## src/rtl/axi_line_master_if.sv

```systemverilog
// AXI4 bus bundle between axi_line_master and the SRAM slave.
// Carries the AR/R/AW/W/B channels: 32-bit address, 64-bit data, 4-bit IDs.
// The master modport drives addresses, write data and the ready signals for
// R and B. The slave modport is its mirror image.
interface axi_line_master_if;
  logic        arvalid, arready;
  logic [31:0] araddr;
  logic [3:0]  arid;
  logic [7:0]  arlen;
  logic [2:0]  arsize;
  logic [1:0]  arburst;
  logic [1:0]  arlock;
  logic [3:0]  arcache;
  logic [2:0]  arprot;

  logic        rvalid, rready;
  logic [3:0]  rid;
  logic [63:0] rdata;
  logic [1:0]  rresp;
  logic        rlast;

  logic        awvalid, awready;
  logic [31:0] awaddr;
  logic [3:0]  awid;
  logic [7:0]  awlen;
  logic [2:0]  awsize;
  logic [1:0]  awburst;
  logic [1:0]  awlock;
  logic [3:0]  awcache;
  logic [2:0]  awprot;

  logic        wvalid, wready;
  logic [3:0]  wid;
  logic [63:0] wdata;
  logic [7:0]  wstrb;
  logic        wlast;

  logic        bvalid, bready;
  logic [3:0]  bid;
  logic [1:0]  bresp;

  modport master (
    output arvalid, araddr, arid, arlen, arsize, arburst, arlock, arcache, arprot,
    input  arready,
    input  rvalid, rid, rdata, rresp, rlast,
    output rready,
    output awvalid, awaddr, awid, awlen, awsize, awburst, awlock, awcache, awprot,
    input  awready,
    output wvalid, wid, wdata, wstrb, wlast,
    input  wready,
    input  bvalid, bid, bresp,
    output bready
  );

  modport slave (
    input  arvalid, araddr, arid, arlen, arsize, arburst, arlock, arcache, arprot,
    output arready,
    output rvalid, rid, rdata, rresp, rlast,
    input  rready,
    input  awvalid, awaddr, awid, awlen, awsize, awburst, awlock, awcache, awprot,
    output awready,
    input  wvalid, wid, wdata, wstrb, wlast,
    output wready,
    output bvalid, bid, bresp,
    input  bready
  );
endinterface

```

## src/rtl/axi_line_master.sv

```systemverilog
// Cache-line AXI4 master.
// Each accepted request becomes one INCR burst of LINE_BEATS 64-bit beats:
// a refill does AR then R, and a writeback does AW, then W, then B.
// Only one request is in flight at a time. Completion is signalled by a
// one-cycle resp_valid pulse.
// Ports:
//   aclk, aresetn        clock, synchronous active-low reset
//   req_valid/req_ready  request handshake; ready only while idle
//   req_wen              1 = writeback, 0 = refill
//   req_addr             line address; the offset bits are dropped
//   req_wdata            writeback line, beat 0 in the low 64 bits
//   resp_valid           completion pulse
//   resp_rdata           last refilled line; held until the next read finishes
//   resp_err             error flag, qualified by resp_valid
//   axi                  AXI4 master modport
module axi_line_master #(
  parameter int         LINE_BEATS = 4,
  parameter logic [3:0] AXI_ID     = 4'd0
) (
  input  logic                      aclk,
  input  logic                      aresetn,
  input  logic                      req_valid,
  output logic                      req_ready,
  input  logic                      req_wen,
  input  logic [31:0]               req_addr,
  input  logic [64*LINE_BEATS-1:0]  req_wdata,
  output logic                      resp_valid,
  output logic [64*LINE_BEATS-1:0]  resp_rdata,
  output logic                      resp_err,
  axi_line_master_if.master         axi
);
  localparam int OFF = $clog2(8*LINE_BEATS);
  localparam int IW  = $clog2(LINE_BEATS);
  // One extra bit so the count can reach LINE_BEATS. The MSB then marks a
  // full line.
  localparam int CW  = IW + 1;
  localparam logic [CW-1:0] LAST  = CW'(LINE_BEATS-1);
  localparam logic [31:0]   AMASK = ~((32'd1 << OFF) - 32'd1);

  typedef enum logic [2:0] {S_IDLE, S_AR, S_R, S_AW, S_W, S_B, S_RESP} state_e;

  state_e                       state_q;
  logic [CW-1:0]                cnt_q;
  logic                         err_q;
  logic [31:0]                  addr_q;
  logic [LINE_BEATS-1:0][63:0]  wbuf_q, line_q, line_d, resp_rdata_q;
  logic                         r_hs, rd_err;

  assign r_hs = (state_q == S_R) && axi.rvalid;

  // A beat only lands in the line while a slot is still free. Extra beats
  // from a slave that overruns are dropped.
  always_comb begin
    line_d = line_q;
    if (r_hs && !cnt_q[CW-1]) line_d[cnt_q[IW-1:0]] = axi.rdata;
  end

  // A beat is in error if it carries a bad response, or if rlast does not
  // line up with the final slot.
  assign rd_err = (axi.rresp != 2'b00)
                | (axi.rlast  && (cnt_q != LAST))
                | (!axi.rlast && (cnt_q >= LAST));

  always_ff @(posedge aclk) begin
    if (!aresetn) begin
      state_q      <= S_IDLE;
      cnt_q        <= '0;
      err_q        <= 1'b0;
      addr_q       <= '0;
      wbuf_q       <= '0;
      line_q       <= '0;
      resp_rdata_q <= '0;
    end else begin
      unique case (state_q)
        S_IDLE: if (req_valid) begin
          addr_q  <= req_addr & AMASK;
          wbuf_q  <= req_wdata;
          err_q   <= 1'b0;
          cnt_q   <= '0;
          state_q <= req_wen ? S_AW : S_AR;
        end
        S_AR: if (axi.arready) state_q <= S_R;
        S_R: if (axi.rvalid) begin
          line_q <= line_d;
          if (!cnt_q[CW-1]) cnt_q <= cnt_q + CW'(1);
          err_q  <= err_q | rd_err;
          if (axi.rlast) begin
            resp_rdata_q <= line_d;
            state_q      <= S_RESP;
          end
        end
        S_AW: if (axi.awready) state_q <= S_W;
        S_W: if (axi.wready) begin
          cnt_q <= cnt_q + CW'(1);
          if (cnt_q == LAST) state_q <= S_B;
        end
        S_B: if (axi.bvalid) begin
          err_q   <= err_q | (axi.bresp != 2'b00);
          state_q <= S_RESP;
        end
        S_RESP:  state_q <= S_IDLE;
        default: state_q <= S_IDLE;
      endcase
    end
  end

  assign req_ready  = (state_q == S_IDLE);
  assign resp_valid = (state_q == S_RESP);
  assign resp_err   = err_q;
  assign resp_rdata = resp_rdata_q;

  assign axi.arvalid = (state_q == S_AR);
  assign axi.araddr  = addr_q;
  assign axi.arid    = AXI_ID;
  assign axi.arlen   = 8'(LINE_BEATS-1);
  assign axi.arsize  = 3'b011;
  assign axi.arburst = 2'b01;
  assign axi.arlock  = 2'b00;
  assign axi.arcache = 4'b0000;
  assign axi.arprot  = 3'b000;
  assign axi.rready  = (state_q == S_R);

  assign axi.awvalid = (state_q == S_AW);
  assign axi.awaddr  = addr_q;
  assign axi.awid    = AXI_ID;
  assign axi.awlen   = 8'(LINE_BEATS-1);
  assign axi.awsize  = 3'b011;
  assign axi.awburst = 2'b01;
  assign axi.awlock  = 2'b00;
  assign axi.awcache = 4'b0000;
  assign axi.awprot  = 3'b000;

  assign axi.wvalid  = (state_q == S_W);
  assign axi.wid     = AXI_ID;
  assign axi.wdata   = wbuf_q[cnt_q[IW-1:0]];
  assign axi.wstrb   = 8'hFF;
  assign axi.wlast   = (cnt_q == LAST);
  assign axi.bready  = (state_q == S_B);

  // Response IDs are ignored; a single request is outstanding.
  logic unused_ok;
  assign unused_ok = ^{axi.rid, axi.bid};
endmodule

```

## src/flat_wrapper.sv

```systemverilog
// flat-port wrapper written by rule: the top's interface ports become plain ports
module axi_line_master_flat 
#(
  parameter int         LINE_BEATS = 4,
  parameter logic [3:0] AXI_ID     = 4'd0
)
  (aclk, aresetn, req_valid, req_ready, req_wen, req_addr, req_wdata, resp_valid, resp_rdata, resp_err, axi_arvalid, axi_araddr, axi_arid, axi_arlen, axi_arsize, axi_arburst, axi_arlock, axi_arcache, axi_arprot, axi_arready, axi_rvalid, axi_rid, axi_rdata, axi_rresp, axi_rlast, axi_rready, axi_awvalid, axi_awaddr, axi_awid, axi_awlen, axi_awsize, axi_awburst, axi_awlock, axi_awcache, axi_awprot, axi_awready, axi_wvalid, axi_wid, axi_wdata, axi_wstrb, axi_wlast, axi_wready, axi_bvalid, axi_bid, axi_bresp, axi_bready);
  axi_line_master_if axi_i ();
  input  logic aclk;
  input  logic aresetn;
  input  logic req_valid;
  output logic req_ready;
  input  logic req_wen;
  input  logic [31:0] req_addr;
  input  logic [64*LINE_BEATS-1:0] req_wdata;
  output logic resp_valid;
  output logic [64*LINE_BEATS-1:0] resp_rdata;
  output logic resp_err;
  output wire logic [$bits(axi_i.arvalid)-1:0] axi_arvalid;
  output wire logic [$bits(axi_i.araddr)-1:0] axi_araddr;
  output wire logic [$bits(axi_i.arid)-1:0] axi_arid;
  output wire logic [$bits(axi_i.arlen)-1:0] axi_arlen;
  output wire logic [$bits(axi_i.arsize)-1:0] axi_arsize;
  output wire logic [$bits(axi_i.arburst)-1:0] axi_arburst;
  output wire logic [$bits(axi_i.arlock)-1:0] axi_arlock;
  output wire logic [$bits(axi_i.arcache)-1:0] axi_arcache;
  output wire logic [$bits(axi_i.arprot)-1:0] axi_arprot;
  input wire logic [$bits(axi_i.arready)-1:0] axi_arready;
  input wire logic [$bits(axi_i.rvalid)-1:0] axi_rvalid;
  input wire logic [$bits(axi_i.rid)-1:0] axi_rid;
  input wire logic [$bits(axi_i.rdata)-1:0] axi_rdata;
  input wire logic [$bits(axi_i.rresp)-1:0] axi_rresp;
  input wire logic [$bits(axi_i.rlast)-1:0] axi_rlast;
  output wire logic [$bits(axi_i.rready)-1:0] axi_rready;
  output wire logic [$bits(axi_i.awvalid)-1:0] axi_awvalid;
  output wire logic [$bits(axi_i.awaddr)-1:0] axi_awaddr;
  output wire logic [$bits(axi_i.awid)-1:0] axi_awid;
  output wire logic [$bits(axi_i.awlen)-1:0] axi_awlen;
  output wire logic [$bits(axi_i.awsize)-1:0] axi_awsize;
  output wire logic [$bits(axi_i.awburst)-1:0] axi_awburst;
  output wire logic [$bits(axi_i.awlock)-1:0] axi_awlock;
  output wire logic [$bits(axi_i.awcache)-1:0] axi_awcache;
  output wire logic [$bits(axi_i.awprot)-1:0] axi_awprot;
  input wire logic [$bits(axi_i.awready)-1:0] axi_awready;
  output wire logic [$bits(axi_i.wvalid)-1:0] axi_wvalid;
  output wire logic [$bits(axi_i.wid)-1:0] axi_wid;
  output wire logic [$bits(axi_i.wdata)-1:0] axi_wdata;
  output wire logic [$bits(axi_i.wstrb)-1:0] axi_wstrb;
  output wire logic [$bits(axi_i.wlast)-1:0] axi_wlast;
  input wire logic [$bits(axi_i.wready)-1:0] axi_wready;
  input wire logic [$bits(axi_i.bvalid)-1:0] axi_bvalid;
  input wire logic [$bits(axi_i.bid)-1:0] axi_bid;
  input wire logic [$bits(axi_i.bresp)-1:0] axi_bresp;
  output wire logic [$bits(axi_i.bready)-1:0] axi_bready;
  assign axi_arvalid = axi_i.arvalid;
  assign axi_araddr = axi_i.araddr;
  assign axi_arid = axi_i.arid;
  assign axi_arlen = axi_i.arlen;
  assign axi_arsize = axi_i.arsize;
  assign axi_arburst = axi_i.arburst;
  assign axi_arlock = axi_i.arlock;
  assign axi_arcache = axi_i.arcache;
  assign axi_arprot = axi_i.arprot;
  assign axi_i.arready = axi_arready;
  assign axi_i.rvalid = axi_rvalid;
  assign axi_i.rid = axi_rid;
  assign axi_i.rdata = axi_rdata;
  assign axi_i.rresp = axi_rresp;
  assign axi_i.rlast = axi_rlast;
  assign axi_rready = axi_i.rready;
  assign axi_awvalid = axi_i.awvalid;
  assign axi_awaddr = axi_i.awaddr;
  assign axi_awid = axi_i.awid;
  assign axi_awlen = axi_i.awlen;
  assign axi_awsize = axi_i.awsize;
  assign axi_awburst = axi_i.awburst;
  assign axi_awlock = axi_i.awlock;
  assign axi_awcache = axi_i.awcache;
  assign axi_awprot = axi_i.awprot;
  assign axi_i.awready = axi_awready;
  assign axi_wvalid = axi_i.wvalid;
  assign axi_wid = axi_i.wid;
  assign axi_wdata = axi_i.wdata;
  assign axi_wstrb = axi_i.wstrb;
  assign axi_wlast = axi_i.wlast;
  assign axi_i.wready = axi_wready;
  assign axi_i.bvalid = axi_bvalid;
  assign axi_i.bid = axi_bid;
  assign axi_i.bresp = axi_bresp;
  assign axi_bready = axi_i.bready;
  axi_line_master #(.LINE_BEATS(LINE_BEATS), .AXI_ID(AXI_ID)) u_core (.aclk(aclk), .aresetn(aresetn), .req_valid(req_valid), .req_ready(req_ready), .req_wen(req_wen), .req_addr(req_addr), .req_wdata(req_wdata), .resp_valid(resp_valid), .resp_rdata(resp_rdata), .resp_err(resp_err), .axi(axi_i));
endmodule
```

## config.mk

```make
export PLATFORM = sky130hd
export DESIGN_NAME = axi_line_master_flat
export DESIGN_NICKNAME = d
export VERILOG_FILES = /design/src/rtl/axi_line_master_if.sv /design/src/rtl/axi_line_master.sv /design/src/flat_wrapper.sv
export SDC_FILE = /design/constraint.sdc
export NUM_CORES = 1
export LEC_CHECK = 0
export CAP_MARGIN = 20
export CELL_PAD_IN_SITES_DETAIL_PLACEMENT = 2
export CELL_PAD_IN_SITES_GLOBAL_PLACEMENT = 2
export CORE_AREA = 2 2 320 322
export DETAILED_ROUTE_END_ITERATION = 16
export DIE_AREA = 0 0 322 324
export MAX_ROUTING_LAYER = met4
export PLACE_DENSITY_LB_ADDON = 0.1
export SYNTH_ARGS = -nofsm -noshare
export SYNTH_HDL_FRONTEND = slang
export SYNTH_SLANG_ARGS = --single-unit
```

## constraint.sdc

```tcl
create_clock -name aclk -period 5 [get_ports aclk]
set_clock_uncertainty 0.1 [all_clocks]
set_input_delay 1.5 -clock aclk [delete_from_list [all_inputs] [get_ports aclk]]
set_output_delay 1.5 -clock aclk [all_outputs]
set_load 0.01 [all_outputs]
```

==> flow_summary.json <==
{
  "grt_setup_unrepaired": "no",
  "p_int_mw": 13.3,
  "die_w_um": 322,
  "ys_warn_count": 0,
  "design.core.area_um2": 101000,
  "grt_pass1_wl_mm": 175,
  "grt_pass1_vias": 28015,
  "setup_slack_ps": 572,
  "final_hold_viol_count": 0,
  "worstMarginPinSlew_ps": 864,
  "switchingPower_mw": 6.00,
  "clk_latency_ps": 650,
  "cp-end-kind": "primary output",
  "totalWireLength_mm": 119,
  "ys_seq_elements": 802,
  "r2r_setup_slack_ps": 1970,
  "grt_max_degree": 163,
  "seqPwrFrac": 0.401,
  "leakage_nw": 14.5,
  "pwr-share-comb": 0.248,
  "rows": 117,
  "drt-wirelength-per-cell_um": 21.8,
  "h-tree-depth": 3,
  "post_cts_buffers": 0,
  "cts_hold_buf": 0,
  "overflow": 0,
  "period_needed_ps": 4430,
  "grt_usage": 0.226,
  "synth-seq-area-share": 0.518,
  "total_power_mw": 19.3,
  "crit_arrival_ps": 2830,
  "status": "finished, final reports clean",
  "cp_max_fo": 23,
  "dpl_worst_slack_ps": 813,
  "cts.sinks": 802,
  "slew_viol_final": 0,
  "clockBufferDepth": 3,
  "io_pins": 831,
  "drtPass1Iterations": 4,
  "fin_crit_sh": 0.886,
  "start_util": 0.307,
  "cp.required_ps": 3400,
  "num_vias": 26760,
  "fin_setup_tns_ps": 0,
  "crit_path_start_kind": "flip-flop",
  "async_reset_ff_frac": 0,
  "final_area_um2": 42200,
  "whs_ps": 356,
  "synthDistinctLibCells": 46,
  "clk_pin_slew_worst_paths_ps": 60,
  "syn_to_final_growth_pct": 36.2,
  "worstSetupPathType": "reg -> out",
  "power.density_nw_per_um2": 458,
  "port-buffer-count": 743,
  "ant_nets": 0,
  "die_area_um2": 104000,
  "nets": 4407,
  "setup_viol": 0,
  "cts_root_buf": "clkbuf_16",
  "relSlewSlack": 0.424,
  "viasPerCell": 4.92,
  "hold_class": "reg -> reg",
  "synth_edf_count": 0,
  "fill_cells": 11054,
  "syn_inst": 3454,
  "synth_area_per_cell_um2": 8.97,
  "antenna_found_initial": 34,
  "place_congestion": 0.790,
  "tritoncts": "yes",
  "synthesis.area_um2": 31000,
  "cts_resized": 0,
  "swShare": 0.311,
  "fmax_mhz": 226,
  "synthFlopType": "dfxtp_1",
  "drv_cap": 0,
  "drive_gt1_frac": 0.0669,
  "placed_area_um2": 39100,
  "cts_made_buffers": 94,
  "drt_iter0_drc": 1135,
  "drc": 0,
  "fp.dieH_um": 324,
  "pwr-share-clk": 0.350,
  "hpwl_mm": 80.9,
  "vdd_drop_max_uv": 259
}
power groups by stage:
stage	clock network (mW)	registers, mW	logic, mW
global placement	0	7.89	4.78
CTS	6.99	7.79	4.87
finish	6.77	7.76	4.80
global route	7.24	7.87	5.30
detailed placement	0	7.92	4.84
floorplan	0	7.84	2.52
sequential cells by signal, summed over array words and instances, names as in the netlist:
name,count
u_core.line_q,256
u_core.wbuf_q,256
u_core.cnt_q,3
u_core.resp_rdata,256
u_core.resp_err,1
u_core.state_q,3
u_core.axi.araddr,27
final timing paths:
kind                                   from                         endpoint  depth (start not counted)
min reg2reg   u_core.wbuf_q[2]$_SDFFE_PN0P_    u_core.wbuf_q[2]$_SDFFE_PN0P_                          2
max reg2reg  u_core.state_q[1]$_SDFFE_PN0P_  u_core.line_q[167]$_SDFFE_PN0N_                          5
max            u_core.cnt_q[0]$_SDFFE_PN0P_                    axi_wdata[53]                          3
min           u_core.wbuf_q[2]$_SDFFE_PN0P_    u_core.wbuf_q[2]$_SDFFE_PN0P_                          2
logic make-up after synthesis:
group	synth area share
DFF	0.518
muxes	0.0494
buffers and inverters	0.0637
adders and majority gates	0.00242
and+or+nand+nor	0.139
other	0.000242
AOI/OAI and AO/OA	0.227
Yosys cell counts, types with 2 or more instances:
master,count,area [µm²]
a21boi_0,473,3550
a21boi_1,62,465
a21oi_1,9,45.0
a31oi_1,252,1580
and3_1,4,25.0
buf_1,8,30.0
buf_2,65,325
buf_4,110,826
buf_6,2,22.5
clkbuf_1,198,743
conb_1,2,7.51
dfxtp_1,802,16100
ha_1,6,75.1
inv_1,7,26.3
mux2i_1,9,90.1
mux4_2,64,1440
nand2_1,1072,4020
nand2b_1,2,12.5
nand3_1,8,40.0
nor2_1,4,15.0
nor2b_1,6,37.5
nor3b_1,3,22.5
nor4_1,2,12.5
o21a_1,2,15.0
o21ai_0,259,1300
o31ai_1,2,15.0
or3b_2,2,17.5
cells in the final DEF (no fill, tap or decap), types with 3 or more instances in the layout:
master,synthesis,layout
nand3_1,8,4
conb_1,2,74
nor2b_1,6,6
clkbuf_8,0,25
nand2_1,1072,1071
buf_4,110,22
a21oi_1,9,9
inv_1,7,7
and3_4,0,4
clkbuf_1,198,21
clkbuf_16,0,95
mux4_2,64,64
o21ai_0,259,259
nor3b_1,3,3
mux2i_1,9,9
ha_1,6,6
clkinv_2,0,17
nor2_1,4,4
a21boi_0,473,473
a31oi_1,252,252
dfxtp_1,802,800
clkdlybuf4s50_1,0,742
buf_12,0,22
nand3_4,0,4
diode_2,0,33
a21boi_1,62,62
layer usage:
| layer | GRT usage | vias to the layer above | wire (µm) |
|---|---|---|---|
| li1 | - | 12888 | - |
| met1 | 0.255 | 13179 | 49100 |
| met2 | 0.387 | 558 | 58800 |
| met3 | 0.0748 | 135 | 8290 |
| met4 | 0.0551 | 0 | 2560 |
| met5 | - | - | 0 |
stage by stage:
step,util,instances
finish,0.418,5440
global route,0.418,5439
CTS,0.417,5406
detailed placement,0.387,5239
global placement,0.387,5239
floorplan,-,3526
worst max-delay path: stages, from the launching register on:
cell	delay [ps]
dfxtp_4	720
buf_4	360
mux4_2	520
clkdlybuf4s50_1	560
layout make-up:
class	instances	area, µm²	share of cell area
repair buffers	788	8080	0.191
diodes	33	82.6	0.00196
well taps	1309	1640	0.0388
flip-flops and latches	802	16100	0.380
inverters	7	26.3	0.000622
clock inverters	26	220	0.00522
clock buffers	141	2800	0.0663
multi-input cells	2334	13300	0.315
No activity file was read; power rests on OpenSTA's default activity.
